==> config.mk <==
export PLATFORM = sky130hd
export DESIGN_NAME = soc_hash_host_flat
export DESIGN_NICKNAME = d
export VERILOG_FILES = /design/src/rtl/soc_hash_host_pkg.sv /design/src/rtl/soc_hash_host_if.sv /design/src/rtl/soc_hash_host.sv /design/src/flat_wrapper.sv
export SDC_FILE = /design/constraint.sdc
export NUM_CORES = 1
export LEC_CHECK = 0
export ABC_AREA = 1
export BUFFER_PORTS_ARGS = -buffer_cell sky130_fd_sc_hd__buf_2
export CAP_MARGIN = 20
export CORE_AREA = 5 5 62 64
export CTS_CLUSTER_DIAMETER = 80
export DETAILED_ROUTE_END_ITERATION = 10
export DIE_AREA = 0 0 67 69
export PLACE_DENSITY = 0.65
export REMOVE_ABC_BUFFERS = 1
export SYNTH_ARGS = -nofsm -noshare
export SYNTH_HDL_FRONTEND = slang
export SYNTH_SLANG_ARGS = --single-unit
==> constraint.sdc <==
create_clock -name clk -period 1.4 [get_ports clk]
set_clock_uncertainty 0.05 [all_clocks]
set_input_delay 0.14 -clock clk [delete_from_list [all_inputs] [get_ports clk]]
set_output_delay 0.14 -clock clk [all_outputs]
set_load 0.1 [all_outputs]
==> src/rtl/soc_hash_host_pkg.sv <==
// Shared constants, state encoding and helpers for the soc_hash_host block.
package soc_hash_host_pkg;

    localparam int DEF_MSG_BYTES = 32;
    localparam int DEF_DIG_BYTES = 32;
    localparam int DEF_GUARD     = 2;
    localparam int DEF_TMO       = 4096;
    localparam int BYTE_W        = 8;

    // Encoding is fixed so the debug state output stays stable across builds.
    typedef enum logic [3:0] {
        ST_IDLE    = 4'd0,
        ST_LOAD    = 4'd1,
        ST_START   = 4'd2,
        ST_GUARD   = 4'd3,
        ST_WAIT    = 4'd4,
        ST_RD_REQ  = 4'd5,
        ST_RD_CAP  = 4'd6,
        ST_RD_PUSH = 4'd7,
        ST_WRAP    = 4'd8,
        ST_ERR     = 4'd9
    } state_e;

    function automatic int max_int(input int a, input int b);
        return (a > b) ? a : b;
    endfunction

endpackage

==> src/rtl/soc_hash_host_if.sv <==
// Upstream message / downstream digest byte streams of soc_hash_host.
//
// Handshake rule for both streams: a byte transfers on a rising clk edge
// where valid and ready are both 1. The source holds valid and data stable
// until that transfer; valid never drops without a transfer. The sink may
// change ready freely.
interface soc_hash_host_if;
    import soc_hash_host_pkg::*;

    logic              msg_valid;
    logic              msg_ready;
    logic [BYTE_W-1:0] msg_data;
    logic              dig_valid;
    logic              dig_ready;
    logic [BYTE_W-1:0] dig_data;

    modport slave (
        input  msg_valid, msg_data, dig_ready,
        output msg_ready, dig_valid, dig_data
    );

    modport master (
        output msg_valid, msg_data, dig_ready,
        input  msg_ready, dig_valid, dig_data
    );

endinterface

==> src/rtl/soc_hash_host.sv <==
// soc_hash_host: streams a message into a byte-wide hashing core, starts it,
// waits for completion and streams the digest back out, one byte per
// handshake. Optional watchdog on the GUARD+WAIT phase is enabled by
// defining SOC_HASH_HOST_TIMEOUT_EN.
module soc_hash_host
    import soc_hash_host_pkg::*;
#(
    parameter int MSG_BYTES = DEF_MSG_BYTES,
    parameter int DIG_BYTES = DEF_DIG_BYTES,
    parameter int GUARD     = DEF_GUARD,
    parameter int TMO       = DEF_TMO
) (
    input  logic                clk,
    input  logic                rst,
    soc_hash_host_if.slave      bus,
    output logic                reg_inputxSO,
    output logic [BYTE_W-1:0]   messagexSO,
    output logic                reg_startxSO,
    output logic                hash_startxSO,
    input  logic                hash_readyxSI,
    input  logic [BYTE_W-1:0]   hash_digestxSI,
    output logic                reg_outxSO,
    output logic                busy,
    output logic                err,
    output logic [3:0]          o_dbg_state
);

    localparam logic [3:0] S_IDLE    = ST_IDLE;
    localparam logic [3:0] S_LOAD    = ST_LOAD;
    localparam logic [3:0] S_START   = ST_START;
    localparam logic [3:0] S_GUARD   = ST_GUARD;
    localparam logic [3:0] S_WAIT    = ST_WAIT;
    localparam logic [3:0] S_RD_REQ  = ST_RD_REQ;
    localparam logic [3:0] S_RD_CAP  = ST_RD_CAP;
    localparam logic [3:0] S_RD_PUSH = ST_RD_PUSH;
    localparam logic [3:0] S_WRAP    = ST_WRAP;
    localparam logic [3:0] S_ERR     = ST_ERR;

    // One counter serves both the load and the read phase; it is back at 0
    // whenever a phase finishes, so it never wraps inside a transaction.
    localparam int CNT_W = $clog2(max_int(MSG_BYTES, DIG_BYTES) + 1);
    localparam logic [CNT_W-1:0] MSG_LAST = CNT_W'(MSG_BYTES - 1);
    localparam logic [CNT_W-1:0] DIG_LAST = CNT_W'(DIG_BYTES - 1);

    localparam int GRD_W = $clog2(GUARD + 2);
    localparam logic [GRD_W-1:0] GRD_LAST = GRD_W'((GUARD > 0) ? GUARD - 1 : 0);

    logic [3:0]        r_state;
    logic [3:0]        w_state_nxt;
    logic [CNT_W-1:0]  r_cnt;
    logic [GRD_W-1:0]  r_gcnt;
    logic [BYTE_W-1:0] r_dig;
    logic              w_msg_fire;
    logic              w_dig_fire;
    logic              w_tmo_hit;

    assign w_msg_fire = (r_state == S_LOAD) && bus.msg_valid;
    assign w_dig_fire = (r_state == S_RD_PUSH) && bus.dig_ready;

`ifdef SOC_HASH_HOST_TIMEOUT_EN
    localparam int TMO_W = $clog2(TMO + 1);
    localparam logic [TMO_W-1:0] TMO_LAST = TMO_W'(TMO - 1);

    logic [TMO_W-1:0] r_tmo;

    assign w_tmo_hit = ((r_state == S_GUARD) || (r_state == S_WAIT)) && (r_tmo == TMO_LAST);
    assign err       = (r_state == S_ERR);

    // Watchdog: counts every cycle spent in GUARD or WAIT, restarted by START.
    always_ff @(posedge clk or posedge rst) begin
        if (rst) begin
            r_tmo <= '0;
        end else if (r_state == S_START) begin
            r_tmo <= '0;
        end else if (((r_state == S_GUARD) || (r_state == S_WAIT)) && !w_tmo_hit) begin
            r_tmo <= r_tmo + TMO_W'(1);
        end
    end
`else
    assign w_tmo_hit = 1'b0;
    assign err       = 1'b0;
`endif

    // Next-state decode; a watchdog expiry overrides everything except a
    // completion seen in the same WAIT cycle.
    always_comb begin
        w_state_nxt = r_state;
        case (r_state)
            S_IDLE:    if (bus.msg_valid) w_state_nxt = S_LOAD;
            S_LOAD:    if (w_msg_fire && (r_cnt == MSG_LAST)) w_state_nxt = S_START;
            S_START:   w_state_nxt = (GUARD == 0) ? S_WAIT : S_GUARD;
            S_GUARD:   if (r_gcnt == GRD_LAST) w_state_nxt = S_WAIT;
            S_WAIT:    if (hash_readyxSI) w_state_nxt = S_RD_REQ;
            S_RD_REQ:  w_state_nxt = S_RD_CAP;
            S_RD_CAP:  w_state_nxt = S_RD_PUSH;
            S_RD_PUSH: if (w_dig_fire) w_state_nxt = (r_cnt == DIG_LAST) ? S_WRAP : S_RD_REQ;
            S_WRAP:    w_state_nxt = S_IDLE;
            S_ERR:     w_state_nxt = S_ERR;
            default:   w_state_nxt = S_IDLE;
        endcase
        if (w_tmo_hit && !((r_state == S_WAIT) && hash_readyxSI)) begin
            w_state_nxt = S_ERR;
        end
    end

    // State register.
    always_ff @(posedge clk or posedge rst) begin
        if (rst) begin
            r_state <= S_IDLE;
        end else begin
            r_state <= w_state_nxt;
        end
    end

    // Shared byte counter: message bytes during LOAD, digest bytes during reads.
    always_ff @(posedge clk or posedge rst) begin
        if (rst) begin
            r_cnt <= '0;
        end else if (r_state == S_IDLE) begin
            r_cnt <= '0;
        end else if (w_msg_fire) begin
            r_cnt <= (r_cnt == MSG_LAST) ? '0 : r_cnt + CNT_W'(1);
        end else if (w_dig_fire) begin
            r_cnt <= (r_cnt == DIG_LAST) ? '0 : r_cnt + CNT_W'(1);
        end
    end

    // Guard counter: hash_readyxSI is ignored until GUARD cycles after START.
    always_ff @(posedge clk or posedge rst) begin
        if (rst) begin
            r_gcnt <= '0;
        end else if (r_state == S_START) begin
            r_gcnt <= '0;
        end else if (r_state == S_GUARD) begin
            r_gcnt <= r_gcnt + GRD_W'(1);
        end
    end

    // Digest byte capture, one cycle after the read strobe.
    always_ff @(posedge clk or posedge rst) begin
        if (rst) begin
            r_dig <= '0;
        end else if (r_state == S_RD_CAP) begin
            r_dig <= hash_digestxSI;
        end
    end

    // Strobes decode from disjoint states, so they can never overlap.
    assign bus.msg_ready  = (r_state == S_LOAD);
    assign reg_inputxSO   = w_msg_fire;
    assign messagexSO     = w_msg_fire ? bus.msg_data : '0;
    assign reg_startxSO   = (r_state == S_START);
    assign hash_startxSO  = (r_state == S_START);
    assign reg_outxSO     = (r_state == S_RD_REQ) || (r_state == S_WRAP);
    assign bus.dig_valid  = (r_state == S_RD_PUSH);
    assign bus.dig_data   = r_dig;
    assign busy           = (r_state != S_IDLE);
    assign o_dbg_state    = r_state;

endmodule

==> src/flat_wrapper.sv <==
// flat-port wrapper written by rule: the top's interface ports become plain ports
module soc_hash_host_flat import soc_hash_host_pkg::*;
#(
    parameter int MSG_BYTES = DEF_MSG_BYTES,
    parameter int DIG_BYTES = DEF_DIG_BYTES,
    parameter int GUARD     = DEF_GUARD,
    parameter int TMO       = DEF_TMO
)
  (clk, rst, reg_inputxSO, messagexSO, reg_startxSO, hash_startxSO, hash_readyxSI, hash_digestxSI, reg_outxSO, busy, err, o_dbg_state, bus_msg_valid, bus_msg_data, bus_dig_ready, bus_msg_ready, bus_dig_valid, bus_dig_data);
  soc_hash_host_if bus_i ();
  input  logic clk;
  input  logic rst;
  output logic reg_inputxSO;
  output logic [BYTE_W-1:0] messagexSO;
  output logic reg_startxSO;
  output logic hash_startxSO;
  input  logic hash_readyxSI;
  input  logic [BYTE_W-1:0] hash_digestxSI;
  output logic reg_outxSO;
  output logic busy;
  output logic err;
  output logic [3:0] o_dbg_state;
  input wire logic [$bits(bus_i.msg_valid)-1:0] bus_msg_valid;
  input wire logic [$bits(bus_i.msg_data)-1:0] bus_msg_data;
  input wire logic [$bits(bus_i.dig_ready)-1:0] bus_dig_ready;
  output wire logic [$bits(bus_i.msg_ready)-1:0] bus_msg_ready;
  output wire logic [$bits(bus_i.dig_valid)-1:0] bus_dig_valid;
  output wire logic [$bits(bus_i.dig_data)-1:0] bus_dig_data;
  assign bus_i.msg_valid = bus_msg_valid;
  assign bus_i.msg_data = bus_msg_data;
  assign bus_i.dig_ready = bus_dig_ready;
  assign bus_msg_ready = bus_i.msg_ready;
  assign bus_dig_valid = bus_i.dig_valid;
  assign bus_dig_data = bus_i.dig_data;
  soc_hash_host #(.MSG_BYTES(MSG_BYTES), .DIG_BYTES(DIG_BYTES), .GUARD(GUARD), .TMO(TMO)) u_core (.clk(clk), .rst(rst), .bus(bus_i), .reg_inputxSO(reg_inputxSO), .messagexSO(messagexSO), .reg_startxSO(reg_startxSO), .hash_startxSO(hash_startxSO), .hash_readyxSI(hash_readyxSI), .hash_digestxSI(hash_digestxSI), .reg_outxSO(reg_outxSO), .busy(busy), .err(err), .o_dbg_state(o_dbg_state));
endmodule
==> metrics.txt <==
Syn Inst Count=146; top cell type's share of synthesized area=0.404; initial antenna violation count=0; worst-path maximum fanout=5; CP arrival=1.51 ns; Cell Count, Final, Fillers Out=282; worst reg2reg path depth=8; IO Pins=49; antenna fix cells=0; largest cells by area after synthesis=dfrtp_1 40%, mux2_2 7.3%, inv_1 6.7%; CTS Buf Count=3; Port-buffer cells=47; largest net degree at the start of global routing=21; Worst-path clk slew=0.11 ns; dpl cells=258; WHS Path Cells=2; DP HPWL=2430 um; worst hold endpoint=u_core.bus.dig_data[5]$_DFFE_PP0P_; commonest cells in the netlist=22 x inv_1, 20 x dfrtp_1, 20 x nand2_1, 16 x nor2_1, 13 x nand3_1; EDFF count, synth=0; CP bufs+invs=3; Top FF cell, synth=dfrtp_1; clk root buf=clkbuf_4; fin. max-slew vios=0; Yosys top cell by area=dfrtp_1; Crit path max-delay family=flip-flops; Rows=21; Num Clock Sinks=20; share of cells above drive strength 1=0.623; via count=1357; Worst R2R Start=u_core.o_dbg_state[3]$_DFFE_PP0P_; total grt overflow=0; Ys Warns=0; Distinct cells, synth=26; Fmax=587 MHz; Layout area overhead=84.9%; Max clock buf depth=2; CTS H-tree lvls=1; min Tclk post-route=1.70 ns; die height=69 um; r2r endpoint=u_core.r_cnt[5]$_DFFE_PP0P_; count leader, synth=inv_1; overall die width=67 um; first-iteration detailed-routing DRC count=51; Max Cap Viol=0; Clock Latency Late Sink=0.30 ns; WP depth=5; Vias/cell=4.81; Pre-antenna DRT Iters=4; worst setup path class=reg -> out; GP Congestion=0.825; CTS tree=yes; fin worst setup slack=-0.303 ns; R2R setup slack=-0.14 ns; failing checks=setup timing; CP peak stage delay=0.46 ns; setup violators final=34; worst hold path type=in -> reg; Tcrit/Tclk final=1.22; startpoint class of the critical path=register; Wirelength per Cell=13.5 um; Crit-path slowest cell=dfrtp_2; Synth async-reset ratio=1.00; first-pass GRT wire length=6020 um; WP data required=1.21 ns; status=complete, but fails checks; Initial Utilization=0.383; DRT antenna net count=0; Synth Cell Area=1240 um2; Core Region=3230 um2; DR DRC count=0; hold path start=hash_digestxSI[5]; critical path capture point type=output pin; vias in the first global route=1340; post-synthesis sequential area ratio=0.404; Total Wirelength=3810 um; gr usage total=0.165; Die Area=4620 um2; final hold vios=0; synthesized area per cell=8.48 um2; Synth Register Bits=20; final net count=260; CP Cell Sequence=nor2_4, inv_2, nor3_2, buf_4, buf_12; unrepaired setup endpoints after global routing=true
[through the flow]
step	utilization	hold slack (ns)	setup slack [ns]	instance area [um2]	TNS (ns)
3_5_place_dp	0.605	0.125	-0.0435	1950	-0.563
5_1_grt	0.708	0.00340	-0.377	2290	-8.47
3_3_place_gp	0.605	0.126	-0.0233	1950	-0.210
2_1_floorplan	-	0.0538	-4.13	1210	-42.47
4_1_cts	0.677	0.0113	-0.291	2190	-4.63
6_report	0.708	0.0110	-0.303	2290	-5.99
[worst max-delay path by stage]
stage / slack [ns] / startpoint / endpoint
after floorplan: -4.13 / u_core.o_dbg_state[1]$_DFFE_PP0P_ / hash_startxSO
after global placement: -0.02 / u_core.o_dbg_state[3]$_DFFE_PP0P_ / u_core.bus.dig_data[5]$_DFFE_PP0P_
after detailed placement: -0.04 / u_core.o_dbg_state[0]$_DFFE_PP0P_ / messagexSO[4]
after CTS: -0.29 / u_core.o_dbg_state[2]$_DFFE_PP0P_ / messagexSO[4]
after global routing: -0.38 / u_core.o_dbg_state[3]$_DFFE_PP0P_ / hash_startxSO
final: -0.30 / u_core.o_dbg_state[2]$_DFFE_PP0P_ / hash_startxSO
[cell families after synthesis]
group	Yosys count	synth area share
compound gates	14	0.0708
xor+xnor	1	0.00708
fa+ha+maj	2	0.0202
buf+inv	27	0.0950
flops	20	0.404
mux	8	0.0728
other cells	1	0.00303
simple gates	73	0.327
[metal layers]
metal	share of wire	vias to the layer above	global-route usage
li1	-	648	-
met1	0.39	622	0.200
met2	0.48	75	0.271
met3	0.099	12	0.0390
met4	0.033	0	0.0743
met5	0	-	0
[state kept, by name (all words and copies together) (netlist names)]
name,cells
u_core.r_gcnt,2
u_core.r_cnt,6
u_core.bus.dig_data,8
u_core.o_dbg_state,4
[placed cells by master, fill, tap and decap left out, drive strengths merged]
master       synthesis  layout
buf                  3      86
nand2               27      27
nor2                24      24
inv                 23      23
dfrtp               20      20
nand3               17      18
o21ai                9       9
mux2                 8       8
clkbuf               0       4
a21oi                4       4
nor3                 3       3
nand3b               2       2
ha                   2       2
dlygate4sd3          0       2
clkinv               1       1
xor2                 1       1
o21a                 1       1
conb                 1       1
[what timing repair did]
action	4_1_cts	5_1_grt
gates resized for setup	32	15
cloned	0	1
setup buffers	13	6
hold buffers	1	1
pin swaps	8	6
endpoints found under the setup margin	30	36
hold endpoints to repair	20	1
[area by class of cell]
| class | instances | area [um2] |
|---|---|---|
| fillers | 258 | 943 |
| flip-flops and latches | 20 | 505 |
| multi-input cells | 100 | 727 |
| repair buffers | 88 | 871 |
| well taps | 46 | 57.6 |
| inverters | 24 | 91.3 |
| clock buffers | 4 | 36.3 |
Power is left out: the tool's default activity adds up to more than one toggle a clock period on the data nets, which glitch-free logic cannot reach.
